<file path="config.mk">
export PLATFORM = sky130hd
export DESIGN_NAME = gpio_input_conditioner_flat
export DESIGN_NICKNAME = d
export VERILOG_FILES = /design/src/rtl/gpio_pkg.sv /design/src/rtl/gpio_input_conditioner_if.sv /design/src/rtl/gpio_debounce_bit.sv /design/src/rtl/gpio_input_conditioner.sv /design/src/flat_wrapper.sv
export SDC_FILE = /design/constraint.sdc
export NUM_CORES = 1
export LEC_CHECK = 0
export BUFFER_PORTS_ARGS = -buffer_cell sky130_fd_sc_hd__buf_2
export CAP_MARGIN = 20
export CORE_MARGIN = 8
export CORE_UTILIZATION = 40
export CTS_BUF_LIST = sky130_fd_sc_hd__clkbuf_16
export CTS_CLUSTER_SIZE = 16
export DETAILED_ROUTE_END_ITERATION = 10
export PLACE_DENSITY_LB_ADDON = 0.3
export SETUP_SLACK_MARGIN = 0.02
export SLEW_MARGIN = 20
export SYNTH_ARGS = -nofsm -noshare
export SYNTH_HDL_FRONTEND = slang
export SYNTH_SLANG_ARGS = --single-unit
</file>
<file path="constraint.sdc">
create_clock -name clk -period 1.9 [get_ports clk]
set_input_delay 0.285 -clock clk [delete_from_list [all_inputs] [get_ports clk]]
set_output_delay 0.285 -clock clk [all_outputs]
set_load 0.03 [all_outputs]
</file>
<file path="src/rtl/gpio_pkg.sv">
// Shared GPIO constants: pin count, IO register map and debounce defaults.
// Latency: n/a (constants and helper function only).
// Backpressure: n/a.
package gpio_pkg;

  localparam int GPIO_WIDTH = 32;

  // Memory-mapped IO register addresses used by the IO block.
  localparam logic [31:0] IO_ENABLE_ADDR = 32'hFFFFFFFF;
  localparam logic [31:0] IO_OUTPUT_ADDR = 32'hFFFFFFFD;
  localparam logic [31:0] IO_INPUT_ADDR  = 32'hFFFFFFFC;

  // Debounce defaults: sample tick every DB_PRESCALE_DEF clocks,
  // DB_SAMPLES_DEF equal samples to accept a new level.
  localparam int DB_PRESCALE_DEF = 1000;
  localparam int DB_SAMPLES_DEF  = 4;

  // Counter width for a 0..n-1 counter; never narrower than one bit.
  function automatic int cnt_width(input int n);
    return (n > 1) ? $clog2(n) : 1;
  endfunction

endpackage

</file>
<file path="src/rtl/gpio_input_conditioner_if.sv">
// GPIO conditioner bus: raw pads, enable/clear controls, debounced level, flags, irq.
// Latency: n/a (wiring only).
// Backpressure: none; all signals are level/pulse, no handshake.
//   master : drives pad_in, enable_mask, edge_clr; observes IO_in, rise_flag, fall_flag, irq
//   slave  : the conditioner itself
interface gpio_input_conditioner_if
  import gpio_pkg::*;
#(
  parameter int WIDTH = GPIO_WIDTH
);
  logic [WIDTH-1:0] pad_in;
  logic [WIDTH-1:0] enable_mask;
  logic [WIDTH-1:0] edge_clr;
  logic [WIDTH-1:0] IO_in;
  logic [WIDTH-1:0] rise_flag;
  logic [WIDTH-1:0] fall_flag;
  logic             irq;

  modport master (
    output pad_in, enable_mask, edge_clr,
    input  IO_in, rise_flag, fall_flag, irq
  );

  modport slave (
    input  pad_in, enable_mask, edge_clr,
    output IO_in, rise_flag, fall_flag, irq
  );
endinterface

</file>
<file path="src/rtl/gpio_debounce_bit.sv">
// One-pin synchroniser + tick-sampled history + debounced level.
// Latency: 2 sync flops, then level moves on the DB_SAMPLES-th equal tick sample.
// Backpressure: none.
//   clk, nrst : clock, async active-low reset
//   tick      : shared sample strobe from the prescaler
//   d         : raw asynchronous pad
//   level     : debounced level (registered)
//   rise/fall : level will go 0->1 / 1->0 at the coming clock edge
module gpio_debounce_bit
  import gpio_pkg::*;
#(
  parameter int DB_SAMPLES = DB_SAMPLES_DEF
) (
  input  logic clk,
  input  logic nrst,
  input  logic tick,
  input  logic d,
  output logic level,
  output logic rise,
  output logic fall
);

  logic                  r_s1;
  logic                  r_s2;
  // Only the newest DB_SAMPLES-1 samples are stored: together with the
  // current s2 they form the full DB_SAMPLES-wide window, and the oldest
  // bit would never be read again.
  logic [DB_SAMPLES-2:0] r_hist;
  logic                  r_level;

  logic [DB_SAMPLES-1:0] w_hist_nxt;
  logic                  w_all1;
  logic                  w_all0;

  assign w_hist_nxt = {r_hist, r_s2};
  assign w_all1     = &w_hist_nxt;
  assign w_all0     = ~|w_hist_nxt;

  // Edge events are decided from the new history, so the top can set its
  // flags in the same edge that the level changes.
  assign rise  = tick & w_all1 & ~r_level;
  assign fall  = tick & w_all0 &  r_level;
  assign level = r_level;

  always_ff @(posedge clk or negedge nrst) begin
    if (!nrst) begin
      r_s1    <= 1'b0;
      r_s2    <= 1'b0;
      r_hist  <= '0;
      r_level <= 1'b0;
    end else begin
      r_s1 <= d;
      r_s2 <= r_s1;
      if (tick) begin
        r_hist <= w_hist_nxt[DB_SAMPLES-2:0];
        if (rise)      r_level <= 1'b1;
        else if (fall) r_level <= 1'b0;
      end
    end
  end

endmodule

</file>
<file path="src/rtl/gpio_input_conditioner.sv">
// GPIO input conditioner: sync + debounce every pad, sticky rise/fall flags, irq.
// Latency: pad step -> IO_in in 2+(DB_SAMPLES-1)*PRESCALE+1 .. 2+DB_SAMPLES*PRESCALE clks; irq +1.
// Backpressure: none; flags are sticky until write-1-to-clear on edge_clr.
//   clk, nrst : clock, async active-low reset
//   bus       : slave side of gpio_input_conditioner_if (pads, enable, clear, level, flags, irq)
module gpio_input_conditioner
  import gpio_pkg::*;
#(
  parameter int WIDTH      = GPIO_WIDTH,
  parameter int PRESCALE   = DB_PRESCALE_DEF,
  parameter int DB_SAMPLES = DB_SAMPLES_DEF
) (
  input  logic                      clk,
  input  logic                      nrst,
  gpio_input_conditioner_if.slave   bus
);

  localparam int CW = cnt_width(PRESCALE);

  logic [CW-1:0]    r_cnt;
  logic             w_tick;

  logic [WIDTH-1:0] w_level;
  logic [WIDTH-1:0] w_rise;
  logic [WIDTH-1:0] w_fall;

  logic [WIDTH-1:0] r_rise_flag;
  logic [WIDTH-1:0] r_fall_flag;
  logic             r_irq;

  // Shared prescaler: tick in the last count of each period. With
  // PRESCALE=1 the counter sits at 0 and tick is permanently high.
  assign w_tick = (r_cnt == CW'(PRESCALE - 1));

  always_ff @(posedge clk or negedge nrst) begin
    if (!nrst)       r_cnt <= '0;
    else if (w_tick) r_cnt <= '0;
    else             r_cnt <= r_cnt + 1'b1;
  end

  for (genvar g = 0; g < WIDTH; g++) begin : g_pin
    gpio_debounce_bit #(
      .DB_SAMPLES (DB_SAMPLES)
    ) u_db (
      .clk   (clk),
      .nrst  (nrst),
      .tick  (w_tick),
      .d     (bus.pad_in[g]),
      .level (w_level[g]),
      .rise  (w_rise[g]),
      .fall  (w_fall[g])
    );
  end

  // Set has priority over a simultaneous clear; a zero enable bit only
  // stops new sets and leaves an already-latched flag alone.
  always_ff @(posedge clk or negedge nrst) begin
    if (!nrst) begin
      r_rise_flag <= '0;
      r_fall_flag <= '0;
      r_irq       <= 1'b0;
    end else begin
      r_rise_flag <= (r_rise_flag & ~bus.edge_clr) | (w_rise & bus.enable_mask);
      r_fall_flag <= (r_fall_flag & ~bus.edge_clr) | (w_fall & bus.enable_mask);
      r_irq       <= |(r_rise_flag | r_fall_flag);
    end
  end

  assign bus.IO_in     = w_level;
  assign bus.rise_flag = r_rise_flag;
  assign bus.fall_flag = r_fall_flag;
  assign bus.irq       = r_irq;

endmodule

</file>
<file path="src/flat_wrapper.sv">
// flat-port wrapper written by rule: the top's interface ports become plain ports
module gpio_input_conditioner_flat import gpio_pkg::*;
#(
  parameter int WIDTH      = GPIO_WIDTH,
  parameter int PRESCALE   = DB_PRESCALE_DEF,
  parameter int DB_SAMPLES = DB_SAMPLES_DEF
)
  (clk, nrst, bus_pad_in, bus_enable_mask, bus_edge_clr, bus_IO_in, bus_rise_flag, bus_fall_flag, bus_irq);
  gpio_input_conditioner_if #(.WIDTH(WIDTH)) bus_i ();
  input  logic clk;
  input  logic nrst;
  input wire logic [$bits(bus_i.pad_in)-1:0] bus_pad_in;
  input wire logic [$bits(bus_i.enable_mask)-1:0] bus_enable_mask;
  input wire logic [$bits(bus_i.edge_clr)-1:0] bus_edge_clr;
  output wire logic [$bits(bus_i.IO_in)-1:0] bus_IO_in;
  output wire logic [$bits(bus_i.rise_flag)-1:0] bus_rise_flag;
  output wire logic [$bits(bus_i.fall_flag)-1:0] bus_fall_flag;
  output wire logic [$bits(bus_i.irq)-1:0] bus_irq;
  assign bus_i.pad_in = bus_pad_in;
  assign bus_i.enable_mask = bus_enable_mask;
  assign bus_i.edge_clr = bus_edge_clr;
  assign bus_IO_in = bus_i.IO_in;
  assign bus_rise_flag = bus_i.rise_flag;
  assign bus_fall_flag = bus_i.fall_flag;
  assign bus_irq = bus_i.irq;
  gpio_input_conditioner #(.WIDTH(WIDTH), .PRESCALE(PRESCALE), .DB_SAMPLES(DB_SAMPLES)) u_core (.clk(clk), .nrst(nrst), .bus(bus_i));
endmodule
</file>
==> impl_metrics.tcl, run 1 <==
set metrics [dict create \
    clkPwrFrac_pct 47.9 \
    final_util_pct 53.17 \
    cp-end-kind "flop" \
    relSlewSlack_pct 59.99 \
    grt-ovfl-total 0 \
    synth_cells 830 \
    ioPinCount 195 \
    grt_max_degree 65 \
    synth_xor_area_share_pct 0.2422 \
    synthAdderAreaFrac_pct 0.1154 \
    power_density_nw_per_um2 842.2 \
    clkLatencyLatePin_ns 0.55 \
    rsz0062_at_grt "false" \
    routed_wl_um 28110 \
    ys_ff_latch 267 \
    htree_levels 1 \
    num_vias 7686 \
    ys_seq_area_share_pct 61.60 \
    fillCellCount 2276 \
    worstPathCellList "ha_1 > and3b_2 > buf_12 > nand3_4 > buf_12 > mux2_2" \
    track_usage_pct 16.96 \
    drv_slew 0 \
    ir_drop_mv 0.8238 \
    syn_area_um2 10850 \
    synth_top_family_by_area "multiplexers" \
    numPortBuffers 194 \
    period_needed_ns 1.826 \
    wl_per_cell_um 18.79 \
    ant_nets 0 \
    hpwl_um 18840 \
    final_cell_mix "267 x dfrtp_1, 193 x buf_2, 91 x inv_1, 91 x dlygate4sd3_1, 64 x o22ai_1" \
    crit_family "flip-flops" \
    p_seq_share_pct 48.3 \
    final_common_cell "dfrtp_1" \
    yosys.area_share.simple_pct 11.04 \
    p_int_mw 9.404 \
    synth_top_area_cell "dfrtp_1" \
    placed_area_um2 12210 \
    cts_made_buffers 30 \
    grt_pass1_vias 8282 \
    synth_nets 929 \
    synth_compound_area_share_pct 7.902 \
    synth_area_leaders "dfrtp_1 62%, mux2_4 6.9%, mux2_2 4.6%" \
    ys_types 39 \
    setup_viol 0 \
    antenna_found_initial 2 \
    vias_per_cell 5.138 \
    post_synth.cell_area_avg_um2 13.07 \
    numClockSinks 267 \
    wl_met2_um 13740 \
    gp_congestion 0.8026 \
    async_reset_ff_share_pct 100.0 \
    top_layer "met4" \
    die-area_um2 32640 \
    cp.arrival_ns 2.25 \
    cts_root_buf "clkbuf_16" \
    die_h_um 180.7 \
    dr.pass1.iters 5 \
    cp_num_buf_inv 2 \
    finalHoldViolations 0 \
    outcome "finished, final reports clean" \
    p_leak_nw 6.826 \
    multi_input_area_um2 3410 \
    grt_pass1_wl_um 45090 \
    wl_met3_um 1278 \
    switching_share_pct 21.64 \
    clock_path_buffers 3 \
    layout_setup_ws_ns 0.07446 \
    start_kind "flop" \
    regArea_um2 6681 \
    power.switching_mw 2.596 \
    cts.clk_slew.worst_paths_ns 0.06 \
    drive_gt1_share_pct 35.04 \
    row_count 60 \
    timing.max_cap.violations 0 \
    path_max_fanout 24 \
    fp.dieW_um 180.7 \
    core_um2 26800 \
    place_ws_ns 0.03994 \
    final_nets 1228 \
    fin_crit_sh_pct 96.08 \
    min_path_type "in -> reg" \
    areaGrowthSynthToFinish_pct 31.38 \
    stdcell_area_um2 14250 \
    tightest_slew_ns 0.5947 \
    cp_common_cell "buf_12" \
    worst_path_max_delay_cell "dfrtp_1" \
    comb_power_share_pct 3.8 \
    crit_required_ns 2.33 \
    synth.top_cell.area_share_pct 61.60 \
    synth_edf_count 0 \
    yosysWarnings 0 \
    muxShareOfSynthArea_pct 11.70 \
    slowest_delay_ns 0.41 \
    drc_errors 0 \
    drt_iter0_drc 445 \
    fin_setup_tns_ns 0 \
    wl_met1_um 12340 \
    tritoncts "built" \
    synthFlopType "dfrtp_1" \
    clock_skew_ns 0.01373 \
    initial_core_util_pct 40.47 \
    fmax_ghz 0.5478 \
    crit_type "reg -> reg" \
]
-- cell usage after synthesis (2+ instances only) --
master    number
a22oi_1        7
mux2_2        44
buf_6          6
a41oi_1       12
mux2_4        50
buf_2         12
nand3b_1      12
and4_1        33
nor2_1         3
nor3_1         2
dfrtp_1      267
clkbuf_1       9
nor4_1        48
or4_1          2
inv_1         87
a21oi_1       15
nand2_1       24
nand4_1       25
mux2_1         2
nand3_1       38
buf_8          5
o21ai_0        2
buf_4         32
a22oi_2       13
o22ai_1       64
or3_1          2
xnor2_1        2
-- worst reg2reg max path: stages, from the launching register on --
cell	delay, ns
dfrtp_1	0.41
ha_1	0.22
and3b_2	0.23
buf_12	0.13
nand3_4	0.14
buf_12	0.21
mux2_2	0.37
-- what timing repair did --
action / CTS / global route
gates cloned: 0 / 2
endpoints found under the setup margin: 1 / 23
hold buffers: 91 / 0
pin swaps: 0 / 2
hold endpoints to repair: 143 / 0
setup buffers: 0 / 6
resized for setup: 1 / 4
-- routing by layer --
layer  vias up  GRT usage (%)
li1       3613              -
met1      3833          21.71
met2       190          28.31
met3        50          3.347
met4         0          5.853
met5         -              0
-- cell families (layout without fill, tap and decap cells) --
| kind of cell | count (synthesis) | after routing |
|---|---|---|
| AND/OR/NAND/NOR | 193 | 193 |
| multiplexers | 96 | 96 |
| flip-flops | 267 | 267 |
| adder cells (fa/ha/maj) | 1 | 1 |
| buffers and inverters | 151 | 474 |
| AO/OA/AOI/OAI | 119 | 119 |
| other | 0 | 2 |
| XOR/XNOR | 3 | 3 |
-- registers in the layout, indices dropped and copies added (netlist names) --
signal                    flops
u_core.r_cnt                 10
u_core.g_pin.u_db.r_s2       32
u_core.g_pin.u_db.r_s1       32
u_core.g_pin.u_db.r_hist     96
u_core.bus.rise_flag         32
u_core.g_pin.u_db.level      32
u_core.bus.fall_flag         32
u_core.bus.irq                1
-- cell type report --
class / instances / area share [%]
Inverter: 87 / 2.292
Tap cell: 341 / 2.994
Antenna cell: 2 / 0.03512
Timing Repair Buffer: 331 / 16.94
Sequential cell: 267 / 46.89
Multi-Input combinational cell: 412 / 23.93
Clock inverter: 26 / 1.659
Clock buffer: 30 / 5.268
-- power by group through the flow --
stage               Clock (mW)  Combinational [mW]  Sequential, mW
CTS                       5.90               0.463            5.79
finish                    5.75               0.454            5.79
detailed placement           0               0.314            5.89
global route              6.12               0.505            5.80
global placement             0               0.311            5.89
floorplan                    0              0.0447            5.88
-- per-stage QoR --
stage	power, mW	hold WS (ns)	cells
6_report	12.00	0.02026	1496
5_1_grt	12.42	0.02291	1496
4_1_cts	12.15	0.0003194	1486
3_5_place_dp	6.208	0.2317	1339
3_3_place_gp	6.203	0.2308	1339
2_1_floorplan	5.929	-0.01059	830
-- final timing paths --
path                                       startpoint                             end  slack [ns]  cells after the start
max                                   u_core.r_cnt[0]  u_core.g_pin[2].u_db.r_hist[1]        0.07                      6
min                               bus_enable_mask[18]        u_core.bus.rise_flag[18]        0.02                      3
max reg2reg                           u_core.r_cnt[0]  u_core.g_pin[2].u_db.r_hist[1]        0.07                      6
min reg2reg                u_core.g_pin[23].u_db.r_s1      u_core.g_pin[23].u_db.r_s2        0.35                      0
max in group asynchronous                        nrst        u_core.bus.fall_flag[27]        0.92                      3
min in group asynchronous                        nrst      u_core.g_pin[24].u_db.r_s1        0.23                      2
No activity file was read; power rests on OpenSTA's default activity.
==> inputs of run 2 (changes only) <==
--- a/config.mk
+++ b/config.mk
@@ -8,10 +8,11 @@
 export BUFFER_PORTS_ARGS = -buffer_cell sky130_fd_sc_hd__buf_2
 export CAP_MARGIN = 20
 export CORE_MARGIN = 8
-export CORE_UTILIZATION = 40
+export CORE_UTILIZATION = 50
 export CTS_BUF_LIST = sky130_fd_sc_hd__clkbuf_16
 export CTS_CLUSTER_SIZE = 16
 export DETAILED_ROUTE_END_ITERATION = 10
+export HOLD_SLACK_MARGIN = 0.15
 export PLACE_DENSITY_LB_ADDON = 0.3
 export SETUP_SLACK_MARGIN = 0.02
 export SLEW_MARGIN = 20
==> impl_metrics.tcl, run 2 (synthesized netlist as in run 1, its figures left out) <==
set metrics [dict create \
    htree_levels 1 \
    rsz0062_at_grt "true" \
    cp_num_buf_inv 0 \
    grt_pass1_vias 8128 \
    path_depth 3 \
    fin_crit_sh_pct 95.84 \
    clock_skew_ns 0.01526 \
    drt_iter0_drc 505 \
    final_cell_mix "267 x dfrtp_1, 193 x buf_2, 97 x inv_1, 97 x dlygate4sd3_1, 64 x o22ai_1" \
    crit_family "simple AND/OR/NAND/NOR gates" \
    switching_share_pct 21.38 \
    num_vias 7770 \
    comb_power_share_pct 4.2 \
    vias_per_cell 5.449 \
    outcome "finished, final reports clean" \
    ir_drop_mv 0.8055 \
    wl_per_cell_um 19.48 \
    crit_type "reg -> reg" \
    ant_nets 0 \
    tritoncts "built" \
    slowest_delay_ns 0.56 \
    numClockSinks 267 \
    tightest_slew_ns 0.5791 \
    reg2reg_from "u_core.bus.rise_flag[23]" \
    worst_path_max_delay_cell "or4_1" \
    cp.arrival_ns 2.23 \
    ioPinCount 195 \
    worstPathCellList "nor4_1 > nand4_1 > or4_1" \
    grt_pass1_wl_um 43830 \
    cts.clk_slew.worst_paths_ns 0.06 \
    p_total_mw 11.46 \
    rrSetupSlack_ns 0.08 \
    gp_congestion 0.8157 \
    fmax_ghz 0.5491 \
    cp-end-kind "flop" \
    grt_max_degree 58 \
    initial_core_util_pct 50.33 \
    p_seq_share_pct 50.5 \
    timing.rr.end "u_core.bus.irq" \
    start_kind "flop" \
    relSlewSlack_pct 61.04 \
    crit_required_ns 2.31 \
    fin_setup_tns_ns 0 \
    placed_area_um2 12180 \
    p_leak_nw 6.768 \
    setup_viol 0 \
    regMostFlops "u_core.g_pin.u_db.r_hist" \
    fp.dieW_um 163.3 \
    period_needed_ns 1.821 \
    cts_root_buf "clkbuf_16" \
    clock_path_buffers 3 \
    dr.pass1.iters 5 \
    rr_worst_depth 3 \
    hpwl_um 18470 \
    die-area_um2 26660 \
    routed_wl_um 27780 \
    track_usage_pct 20.70 \
    antenna_found_initial 1 \
    grt-ovfl-total 0 \
    drv_slew 0 \
    cts_made_buffers 28 \
    final_nets 1224 \
    stdcell_area_um2 14040 \
    largest_reg_flops 96 \
    finalHoldViolations 0 \
    path_max_fanout 3 \
    core_um2 21550 \
    diodes 0 \
    p_int_mw 9.011 \
    die_h_um 163.3 \
    row_count 54 \
    drive_gt1_share_pct 33.25 \
    min_path_type "in -> async" \
    fillCellCount 1566 \
    power_density_nw_per_um2 816.1 \
    final_common_cell "dfrtp_1" \
    clkPwrFrac_pct 45.3 \
    drc_errors 0 \
    areaGrowthSynthToFinish_pct 29.48 \
    numPortBuffers 194 \
    power.switching_mw 2.451 \
    clkLatencyLatePin_ns 0.54 \
    timing.max_cap.violations 0 \
]
==> run 2: changes by cell type in the layout (fill, tap and decap cells not counted), moves of 2 or more <==
cell           before  now
buf_4              32   22
clkinv_2           10    2
dlygate4sd3_1      91   97
inv_1              91   97
buf_12             11   15
clkbuf_16          32   29
nor4_1             44   47
nor4_2              4    1
bufinv_16           4    2
diode_2             2    0
==> run 2: final cells by class <==
class	count	area, µm²	area share, %
Sequential cell	267	6681	47.57
Multi-Input combinational cell	413	3398	24.20
Timing Repair Buffer	328	2417	17.21
Clock buffer	29	725.7	5.167
Tap cell	280	350.3	2.494
Inverter	87	326.6	2.325
Clock inverter	22	145.1	1.033
==> run 2: power by group through the flow <==
stage | clock, mW | combinational (mW) | sequential, mW
floorplan | 0 | 0.0447 | 5.88
global placement | 0 | 0.325 | 5.89
detailed placement | 0 | 0.326 | 5.89
CTS | 5.30 | 0.483 | 5.79
global route | 5.53 | 0.532 | 5.80
finish | 5.19 | 0.479 | 5.79
==> run 2: what timing repair did <==
item / CTS / global route
buffers inserted: 0 / 1
hold endpoints to repair: 363 / 0
hold buffers: 97 / 0
cloned: 0 / 1
endpoints found under the setup margin: 1 / 48
resized for setup: 1 / 0
pin swaps: 0 / 1
==> run 2: worst max-delay path by stage <==
stage / startpoint / slack, ns / to
3_5_place_dp: u_core.bus.rise_flag[6] / 0.01 / u_core.bus.irq
2_1_floorplan: u_core.r_cnt[0] / 0.09 / u_core.g_pin[0].u_db.r_hist[0]
6_report: u_core.bus.rise_flag[23] / 0.08 / u_core.bus.irq
4_1_cts: u_core.r_cnt[0] / 0.04 / u_core.g_pin[25].u_db.r_hist[2]
5_1_grt: u_core.r_cnt[0] / 0.005 / u_core.g_pin[25].u_db.r_hist[2]
3_3_place_gp: u_core.bus.rise_flag[6] / 0.01 / u_core.bus.irq
==> run 2: metrics by stage <==
stage | instances | utilization (%) | setup WS [ns] | hold WS (ns)
2_1_floorplan | 830 | - | 0.09104 | -0.01059
3_3_place_gp | 1276 | 56.52 | 0.009535 | 0.2656
3_5_place_dp | 1276 | 56.52 | 0.01257 | 0.2706
4_1_cts | 1424 | 65.09 | 0.03987 | 0.3058
5_1_grt | 1426 | 65.16 | 0.004917 | 0.3261
6_report | 1426 | 65.16 | 0.07895 | 0.2760
==> run 2: worst reg2reg max path: stages (launching register included) <==
cell     delay (ns)
dfrtp_1        0.39
nor4_1         0.49
nand4_1        0.25
or4_1          0.56
==> run 2: per-layer routing <==
metal / up-vias / global-route usage [%] / share of wire [%]
met2: 251 / 33.10 / 47
met3: 77 / 5.091 / 6.3
met5: - / 0 / 0.047
met1: 3830 / 26.63 / 43
met4: 2 / 8.424 / 3.9
li1: 3610 / - / -
